## src/rtl/sec_a2b_iter_if.sv

```systemverilog
`default_nettype none
// ============================================================================
//  Module      : sec_a2b_iter_if
//  Description : Handshake/data bundle for the iterative masked A2B converter.
//                The master drives the start request, the arithmetic shares and
//                the fresh randomness. The slave returns busy, the Boolean
//                shares and the one-cycle valid pulse.
//  Revision    : 1.0 - initial release
// ============================================================================
interface sec_a2b_iter_if #(
    parameter int K_WIDTH  = 32,
    parameter int N_SHARES = 4,
    parameter int RND_W    = N_SHARES * (N_SHARES - 1)
);
    // A single-share build consumes no randomness; keep one dummy bit.
    localparam int RND_PW = (RND_W > 0) ? RND_W : 1;

    logic                          dvld;
    logic [K_WIDTH*N_SHARES-1:0]   i_a;
    logic [RND_PW-1:0]             rnd;
    logic                          busy;
    logic [K_WIDTH*N_SHARES-1:0]   o_b;
    logic                          ovld;

    modport master (
        output dvld,
        output i_a,
        output rnd,
        input  busy,
        input  o_b,
        input  ovld
    );

    modport slave (
        input  dvld,
        input  i_a,
        input  rnd,
        output busy,
        output o_b,
        output ovld
    );
endinterface
`default_nettype wire

```

## src/rtl/sec_a2b_iter.sv

```systemverilog
`default_nettype none
// ============================================================================
//  Module      : sec_a2b_iter
//  Description : Iterative masked arithmetic-to-Boolean converter. The
//                arithmetic shares are added one at a time into a Boolean-
//                masked accumulator through a bit-serial masked ripple adder
//                (two ISW AND gadgets for generate/propagate).
//                Optional macro SEC_A2B_ITER_CLR_EN: zeroize o_b, A, B, C on
//                the edge after the ovld cycle.
//  Revision    : 1.0 - initial release
// ============================================================================
module sec_a2b_iter #(
    parameter int K_WIDTH  = 32,
    parameter int N_SHARES = 4,
    parameter int RND_W    = N_SHARES * (N_SHARES - 1)
) (
    input  wire logic        clk,
    input  wire logic        rst,
    sec_a2b_iter_if.slave    bus_if
);
    localparam int RND_PW = (RND_W > 0) ? RND_W : 1;
    localparam int HALF   = RND_W / 2;
    localparam int JW     = (K_WIDTH  > 1) ? $clog2(K_WIDTH)  : 1;
    localparam int IW     = (N_SHARES > 1) ? $clog2(N_SHARES) : 1;
    localparam logic [JW-1:0] J_LAST = JW'(K_WIDTH - 1);
    localparam logic [IW-1:0] I_LAST = IW'(N_SHARES - 1);

    typedef enum logic [1:0] {
        S_IDLE = 2'd0,
        S_ADD  = 2'd1,
        S_DONE = 2'd2
    } state_t;

    state_t                             state_q;
    logic [N_SHARES-1:0][K_WIDTH-1:0]   a_q;
    logic [N_SHARES-1:0][K_WIDTH-1:0]   b_q;
    logic [N_SHARES-1:0]                c_q;
    logic [IW-1:0]                      i_q;
    logic [JW-1:0]                      j_q;
    logic                               busy_q;
    logic                               ovld_q;
    logic [N_SHARES-1:0][K_WIDTH-1:0]   o_b_q;

    logic [N_SHARES-1:0]                x_w;
    logic [N_SHARES-1:0]                y_w;
    logic [N_SHARES-1:0]                xy_w;
    logic [N_SHARES-1:0]                g_w;
    logic [N_SHARES-1:0]                p_w;
    logic [N_SHARES-1:0]                carry_d;
    logic [N_SHARES-1:0][K_WIDTH-1:0]   b_d;

    // ISW multiplication on N Boolean shares. Pair (u,v), u<v, takes random
    // bit r[base + lexicographic pair index]; the cross term is folded into
    // r before adding the mirrored product so no unmasked partial appears.
    function automatic logic [N_SHARES-1:0] isw_and(
        input logic [N_SHARES-1:0] a,
        input logic [N_SHARES-1:0] b,
        input logic [RND_PW-1:0]   r,
        input int                  base
    );
        logic [N_SHARES-1:0] z;
        logic                rr;
        int                  pidx;
        z    = a & b;
        pidx = 0;
        for (int u = 0; u < N_SHARES; u++) begin
            for (int v = u + 1; v < N_SHARES; v++) begin
                rr   = r[base + pidx];
                z[u] = z[u] ^ rr;
                z[v] = z[v] ^ ((rr ^ (a[u] & b[v])) ^ (a[v] & b[u]));
                pidx = pidx + 1;
            end
        end
        return z;
    endfunction

    // One masked full-adder step on bit j: sum into B, generate/propagate carry.
    always_comb begin
        x_w  = '0;
        y_w  = '0;
        b_d  = b_q;
        for (int s = 0; s < N_SHARES; s++) begin
            x_w[s] = b_q[s][j_q];
        end
        // Addend is (a_i, 0, ..., 0): only share 0 carries its bit.
        y_w[0]  = a_q[i_q][j_q];
        xy_w    = x_w ^ y_w;
        for (int s = 0; s < N_SHARES; s++) begin
            b_d[s][j_q] = xy_w[s] ^ c_q[s];
        end
        g_w     = isw_and(x_w, y_w,  bus_if.rnd, 0);
        p_w     = isw_and(c_q, xy_w, bus_if.rnd, HALF);
        carry_d = g_w ^ p_w;
    end

    // Control FSM and datapath registers; all outputs registered.
    always_ff @(posedge clk) begin
        if (rst) begin
            state_q <= S_IDLE;
            a_q     <= '0;
            b_q     <= '0;
            c_q     <= '0;
            i_q     <= '0;
            j_q     <= '0;
            busy_q  <= 1'b0;
            ovld_q  <= 1'b0;
            o_b_q   <= '0;
        end else begin
            case (state_q)
                S_IDLE: begin
                    ovld_q <= 1'b0;
                    if (bus_if.dvld) begin
                        a_q     <= bus_if.i_a;
                        b_q     <= '0;
                        b_q[0]  <= bus_if.i_a[K_WIDTH-1:0];
                        c_q     <= '0;
                        i_q     <= IW'(1);
                        j_q     <= '0;
                        busy_q  <= 1'b1;
                        if (N_SHARES == 1) begin
                            // Nothing to add: a0 alone is already Boolean.
                            state_q <= S_DONE;
                            ovld_q  <= 1'b1;
                            o_b_q   <= '0;
                            o_b_q[0] <= bus_if.i_a[K_WIDTH-1:0];
                        end else begin
                            state_q <= S_ADD;
                        end
                    end
                end
                S_ADD: begin
                    b_q <= b_d;
                    if (j_q != J_LAST) begin
                        j_q <= j_q + JW'(1);
                        c_q <= carry_d;
                    end else begin
                        // Carry out of the MSB is dropped: arithmetic is mod 2^K.
                        c_q <= '0;
                        j_q <= '0;
                        if (i_q == I_LAST) begin
                            state_q <= S_DONE;
                            ovld_q  <= 1'b1;
                            o_b_q   <= b_d;
                        end else begin
                            i_q <= i_q + IW'(1);
                        end
                    end
                end
                S_DONE: begin
                    state_q <= S_IDLE;
                    ovld_q  <= 1'b0;
                    busy_q  <= 1'b0;
`ifdef SEC_A2B_ITER_CLR_EN
                    o_b_q   <= '0;
                    a_q     <= '0;
                    b_q     <= '0;
                    c_q     <= '0;
`endif
                end
                default: begin
                    state_q <= S_IDLE;
                    ovld_q  <= 1'b0;
                    busy_q  <= 1'b0;
                end
            endcase
        end
    end

    assign bus_if.busy = busy_q;
    assign bus_if.ovld = ovld_q;
    assign bus_if.o_b  = o_b_q;

endmodule
`default_nettype wire

```

## src/flat_wrapper.sv

```systemverilog
// flat-port wrapper written by rule: the top's interface ports become plain ports
module sec_a2b_iter_flat 
#(
    parameter int K_WIDTH  = 32,
    parameter int N_SHARES = 4,
    parameter int RND_W    = N_SHARES * (N_SHARES - 1)
)
  (clk, rst, bus_if_dvld, bus_if_i_a, bus_if_rnd, bus_if_busy, bus_if_o_b, bus_if_ovld);
  sec_a2b_iter_if #(.K_WIDTH(K_WIDTH), .N_SHARES(N_SHARES), .RND_W(RND_W)) bus_if_i ();
  input  wire logic clk;
  input  wire logic rst;
  input wire logic [$bits(bus_if_i.dvld)-1:0] bus_if_dvld;
  input wire logic [$bits(bus_if_i.i_a)-1:0] bus_if_i_a;
  input wire logic [$bits(bus_if_i.rnd)-1:0] bus_if_rnd;
  output wire logic [$bits(bus_if_i.busy)-1:0] bus_if_busy;
  output wire logic [$bits(bus_if_i.o_b)-1:0] bus_if_o_b;
  output wire logic [$bits(bus_if_i.ovld)-1:0] bus_if_ovld;
  assign bus_if_i.dvld = bus_if_dvld;
  assign bus_if_i.i_a = bus_if_i_a;
  assign bus_if_i.rnd = bus_if_rnd;
  assign bus_if_busy = bus_if_i.busy;
  assign bus_if_o_b = bus_if_i.o_b;
  assign bus_if_ovld = bus_if_i.ovld;
  sec_a2b_iter #(.K_WIDTH(K_WIDTH), .N_SHARES(N_SHARES), .RND_W(RND_W)) u_core (.clk(clk), .rst(rst), .bus_if(bus_if_i));
endmodule
```

## config.mk

```make
export PLATFORM = sky130hd
export DESIGN_NAME = sec_a2b_iter_flat
export DESIGN_NICKNAME = d
export VERILOG_FILES = /design/src/rtl/sec_a2b_iter_if.sv /design/src/rtl/sec_a2b_iter.sv /design/src/flat_wrapper.sv
export SDC_FILE = /design/constraint.sdc
export NUM_CORES = 1
export LEC_CHECK = 0
export CORE_ASPECT_RATIO = 1.2
export CORE_MARGIN = 4
export CORE_UTILIZATION = 35
export CTS_BUF_LIST = sky130_fd_sc_hd__clkbuf_2 sky130_fd_sc_hd__clkbuf_4 sky130_fd_sc_hd__clkbuf_8
export CTS_CLUSTER_DIAMETER = 60
export DETAILED_ROUTE_END_ITERATION = 10
export GPL_ROUTABILITY_DRIVEN = 0
export HOLD_SLACK_MARGIN = 0.08
export PLACE_DENSITY = 0.55
export SLEW_MARGIN = 20
export SYNTH_ARGS = -nofsm -noshare
export SYNTH_HDL_FRONTEND = slang
export SYNTH_SLANG_ARGS = --single-unit
export TNS_END_PERCENT = 20
```

## constraint.sdc

```tcl
create_clock -name clk -period 4.9 [get_ports clk]
set_input_delay 0.49 -clock clk [delete_from_list [all_inputs] [get_ports clk]]
set_output_delay 0.49 -clock clk [all_outputs]
set_load 0.05 [all_outputs]
```

### Yosys cells after proc, flatten, opt, wreduce, memory -nomap -nowiden

Index checks and enable logic that the tools add are counted.

| word-level totals | value |
|---|---|
| bits in registers | 399 |
| latch bits | 0 |
| RAM bits | 0 |
| bits in read-only memories | 0 |
| input bits | 143 |
| memories | 0 |

| operators by class | value |
|---|---|
| add/sub/neg operators | 2 |
| $mul | 0 |
| divide/modulo/power cells | 0 |
| magnitude comparators | 3 |
| eq/ne operators | 7 |
| shift operators | 0 |
| muxes and demuxes | 35 |
| bitwise gates (word level) | 64 |
| reduce and logical (&&, ||, !) cells | 11 |

Operator list:

| operator | number |
|---|---|
| 128-bit one-hot mux with 2 select lines | 1 |
| 32-bit bitwise mux | 4 |
| 128-bit two-way mux | 1 |
| 32-bit binary-select mux with 2-bit select | 1 |
| 1-bit bitwise XOR | 43 |
| 32-bit two-way mux | 1 |
| 1-bit binary-select mux with 5-bit select | 5 |
| 1-bit bitwise AND | 15 |
| 2-bit two-way mux | 5 |
| 5-bit two-way mux | 2 |
| 5-bit one-hot mux with 2 select lines | 1 |
| 4-bit two-way mux | 2 |
| 2-bit one-hot mux with 2 select lines | 2 |
| 4-bit one-hot mux with 2 select lines | 1 |
| 2-bit AND reduction | 4 |
| 1-bit two-way mux | 7 |
| 5-bit by 6-bit < comparator with 1-bit output (second input constant) | 1 |
| 2-bit != test (second input constant) | 3 |
| 3-bit AND reduction | 2 |
| 5-bit by 1-bit adder with 5-bit output (second input constant) | 1 |
| 1-bit demux with 5-bit select | 1 |
| 5-bit by 1-bit >= comparator with 1-bit output (second input constant) | 1 |
| 5-bit != test (second input constant) | 1 |
| 4-bit by 1-bit bitwise AND with 4-bit output | 1 |
| 15 further kinds | 16 |

### Logic depth before layout (Yosys ltp)

| depth | value |
|---|---|
| depth after elaboration | 14 |
| gate-level depth with buffers | 18 |
| mapped depth without buffers | 14 |

### Least setup slack after synthesis

No wires, ideal clock.

| timing path | value |
|---|---|
| kind | reg-to-reg |
| from | register u_core.j_q[0] |
| to | register u_core.b_q[10] (netlist name) |
| arrival | 3.628 ns |
| data required time | 4.772 ns |
| setup slack | 1.144 ns |
| stages on the path, launching flop included | 16 |
| path buffers | 4 |
| period minus slack after synthesis | 3.756 ns |
| cells stage by stage | dfxtp_1 buf_6 mux4_2 o2111ai_1 o31ai_1 or4_4 nor2_4 inv_2 ha_1 ha_1 buf_1 and2_1 clkbuf_1 clkbuf_1 a222oi_1 nor2_1 |

| on the way | value |
|---|---|
| cells in the longest elaborated chain, start to end | 6 |
| elaborated cells on any way between the ends | 13 |
| classes of those cells | 2 x order compare; 8 x mux; 2 x bitwise; 1 x reduce/logical |

Ends and longest elaborated chain:

| item | RTL line | RTL |
|---|---|---|
| start: declaration | sec_a2b_iter.sv:39 | `logic [JW-1:0] j_q;` |
| start signal: assignment | sec_a2b_iter.sv:134 | `j_q <= j_q + JW'(1);` |
| 5-bit by 6-bit < comparator with 1-bit output (implied by the code), or another cell as far along | sec_a2b_iter.sv:89 | `b_d[s][j_q] = xy_w[s] ^ c_q[s];` |
| 1-bit logical AND (implied by the code), or another cell as far along | sec_a2b_iter.sv:89 |  |
| 1-bit two-way mux (implied by the code) or 4-bit by 1-bit bitwise XOR with 4-bit output (tied branches) | sec_a2b_iter.sv:89, sec_a2b_iter.sv:87 |  |
| 1-bit demux with 5-bit select or 1-bit bitwise XOR (tied branches) | -- |  |
| 32-bit bitwise mux (*) | sec_a2b_iter.sv:89 |  |
| 128-bit one-hot mux with 2 select lines (*) | sec_a2b_iter.sv:109 | `case (state_q)` |
| end: declaration | sec_a2b_iter.sv:36 | `logic [N_SHARES-1:0][K_WIDTH-1:0] b_q;` |

Every way passes the cells marked *; elsewhere a longest branch is shown, timed or not. The select of a mux whose other input is x is not followed.
A chain may end at the register's enable or synchronous reset.

### Final worst setup path

| timing path | value |
|---|---|
| from | register u_core.j_q[0] |
| to | register u_core.b_q[14] (netlist name) |

Same word-level chain as after synthesis.

==> impl_metrics.env <==
export IMPL_synth_top_area_share=0.4437
export IMPL_grt_max_degree=210
export IMPL_area_delta_synth_final_pct=25.61
export IMPL_remaining_drc_errors=0
export IMPL_stdcell_count=2933
export IMPL_crit_path_end_kind="flip-flop"
export IMPL_slew_headroom=0.2680
export IMPL_power_density_nw_per_um2=336.1
export IMPL_drtIter0Drc=1984
export IMPL_drt_vias_per_instance=5.631
export IMPL_start_util=0.3560
export IMPL_cpLargestDelayFamily="simple AND/OR/NAND/NOR gates"
export IMPL_die_area_um2=55140
export IMPL_detailedRoute_firstPassIterationCount=7
export IMPL_post_cts_resized=0
export IMPL_die_width_um=215.0
export IMPL_cp_required_ns=5.46
export IMPL_grt_pass1_wl_um=98900
export IMPL_htreeDepth=3
export IMPL_cts_root_buf="clkbuf_8"
export IMPL_dp_hpwl_um=46610
export IMPL_leakage_nw=7.497
export IMPL_critical_path_class="reg2reg"
export IMPL_synth_cells=2056
export IMPL_antenna_found_initial=2
export IMPL_cts_tree="built"
export IMPL_slew_viol_final=0
export IMPL_routed_wire_length_per_instance_um=22.40
export IMPL_syn_num_nets=2210
export IMPL_dp_cells=2811
export IMPL_seqCellArea_um2=7991
export IMPL_synth_most_common_cell="dfxtp_1"
export IMPL_syn_avg_cell_area_um2=8.755
export IMPL_worstPathCellList="mux4_2, o2111ai_1, nand4_1, or4_4, nor2_4, inv_2, ha_1, ha_1, and2_1, a222oi_1, nor2_1"
export IMPL_yosysSeqAreaShare=0.4437
export IMPL_syn_cell_area_um2=18000
export IMPL_synth_cell_type_count=59
export IMPL_synth_ff_type="dfxtp_1"
export IMPL_r2r_end="u_core.b_q[14]"
export IMPL_ys_ff_latch=399
export IMPL_worstHoldPathCells=2
export IMPL_core_um2=50560
export IMPL_numCtsBuffers=69
export IMPL_reg2reg_depth=11
export IMPL_path_max_fanout=23
export IMPL_fp_dieH_um=256.4
export IMPL_cts_path_max_buffers=3
export IMPL_finalNetCount=2392
export IMPL_nFillCells=4936
export IMPL_drtAntennaViolNets=0
export IMPL_crit_path_end="u_core.b_q[14]"
export IMPL_cts_sinks=399
export IMPL_post_cts_buffers=0
export IMPL_arrival_ns=5.07
export IMPL_r2r_slack_ns=0.39
export IMPL_final_layout_size_suffix_gt1_frac=0.09532
export IMPL_hold_viol=0
export IMPL_synth_area_leaders="dfxtp_1 (44%), nand2_1 (8.0%), mux2i_1 (7.6%)"
export IMPL_combPwrFrac=0.119
export IMPL_fin_crit_sh=0.9205
export IMPL_cp_buffers_inverters=1
export IMPL_dpl_worst_slack_ns=0.4482
export IMPL_multi_input_area_um2=9160
export IMPL_io_pins=273
export IMPL_synth_commonest_cells="dfxtp_1 (399), nand2_1 (383), nor2_1 (213)"
export IMPL_rsz0062_at_grt="false"
export IMPL_status="finished clean"
export IMPL_grt_overflow=0
export IMPL_switching_power_mw=2.034
export IMPL_grt_pass1_vias=15960
export IMPL_maxCapViolCount=0
export IMPL_path_depth=11
export IMPL_fmax_mhz=221.7
export IMPL_yosysWarningCount=0
export IMPL_clock_latency_ns=0.64
export IMPL_r2r_start="u_core.j_q[0]"
export IMPL_layout_setup_ws_ns=0.3896
export IMPL_synth_edff_count=0
export IMPL_slowest_delay_ns=0.83
export IMPL_setup_viol=0
export IMPL_p_total_mw=7.599
export IMPL_num_vias=16520
export IMPL_tightestPinTransition_ns=1.098
export IMPL_period_needed_ns=4.510
export IMPL_p_sw_frac=0.2676
export IMPL_grtUsageTotal=0.2279
export IMPL_crit_top_cell="ha_1"
export IMPL_crit_path_start="u_core.j_q[0]"
export IMPL_startpoint_type="flip-flop"
export IMPL_hold_buffers=0
export IMPL_floorplan_rows=90
export IMPL_hold_path_class="in2reg"
export IMPL_power_share_clock=0.432
export IMPL_tns_ns=0
export IMPL_port_buffers=272
export IMPL_pwr_share_seq=0.449
export IMPL_async_flop_share=0
export IMPL_clk_pin_slew_ns=0.07
export IMPL_slowest_stage="and2_1"
export IMPL_yosysTopAreaCell="dfxtp_1"
export IMPL_worst_ir_drop_vdd_v=0.0001404
export IMPL_p_int_mw=5.565
export IMPL_routed_wl_um=65690
export IMPL_fin_skew_ns=0.02768
-- layer usage --
layer  vias up  GRT usage  wire (µm)
li1       7740          -          -
met1      7947     0.2977      27870
met2       683     0.3672      30320
met3       146    0.04086       4628
met4         0     0.1067       2880
met5         -          0          0
-- cells in the final DEF, fill, tap and decap left out, types with 31 or more instances in the layout --
cell and instances:
dfxtp_1 396, nand2_1 383, clkdlybuf4s50_1 271, nor2_1 212, a21oi_1 142, mux2i_1 137
clkbuf_8 90, a211oi_1 82, o21ai_0 69, a311oi_1 48, a22o_1 46, buf_4 41
a22oi_1 40, and2_1 36, nand3_1 33, mux4_2 33, a222oi_1 31
-- sequential cells by signal, summed over array words and instances, names as in the netlist --
signal              flops
u_core.a_q            128
u_core.b_q            128
u_core.bus_if.o_b     128
u_core.j_q              5
u_core.c_q              4
u_core.i_q              2
u_core.state_q          2
u_core.bus_if.busy      1
u_core.bus_if.ovld      1
-- kinds of logic (layout without fill, tap and decap cells) --
| family | count (synthesis) | after routing | share of synthesized area |
|---|---|---|---|
| AND/OR/NAND/NOR | 718 | 718 | 0.1666 |
| XOR/XNOR | 28 | 28 | 0.01439 |
| AO/OA/AOI/OAI | 509 | 509 | 0.1957 |
| adder cells (fa/ha/maj) | 11 | 11 | 0.007646 |
| multiplexers | 177 | 177 | 0.1235 |
| buffers and inverters | 214 | 445 | 0.04845 |
| flip-flops | 399 | 399 | 0.4437 |
| other | 0 | 2 | 0 |
-- how the worst min path moves through the flow --
stage                                    to             from
after CTS                     u_core.j_q[0]              rst
after global placement       u_core.a_q[12]   u_core.a_q[12]
after detailed placement     u_core.a_q[12]   u_core.a_q[12]
after global routing        u_core.a_q[101]  bus_if_i_a[101]
final                     u_core.state_q[0]              rst
after floorplan              u_core.a_q[44]   u_core.a_q[44]
-- final cells by class --
class,count,area share
Tap cell,644,0.03564
Clock inverter,11,0.004648
Inverter,7,0.001162
Clock buffer,109,0.06109
Multi-Input combinational cell,1443,0.4051
Timing Repair Buffer,318,0.1387
Sequential cell,399,0.3534
Antenna cell,2,0.0002213
-- metrics by stage --
stage,utilization,hold WS (ns),instance area (µm²)
final,0.4472,0.4051,22610
after floorplan,-,0.4315,18000
after global placement,0.4177,0.4401,21120
after CTS,0.4471,0.3328,22610
after global routing,0.4472,0.3970,22610
after detailed placement,0.4177,0.4451,21120
-- power by group through the flow --
stage	sequential, mW	combinational [mW]	clock [mW]
global placement	3.48	0.885	0
global route	3.42	0.974	3.50
floorplan	3.44	0.553	0
detailed placement	3.48	0.897	0
finish	3.41	0.905	3.28
CTS	3.41	0.901	3.35
(Power assumes the default switching activity.)
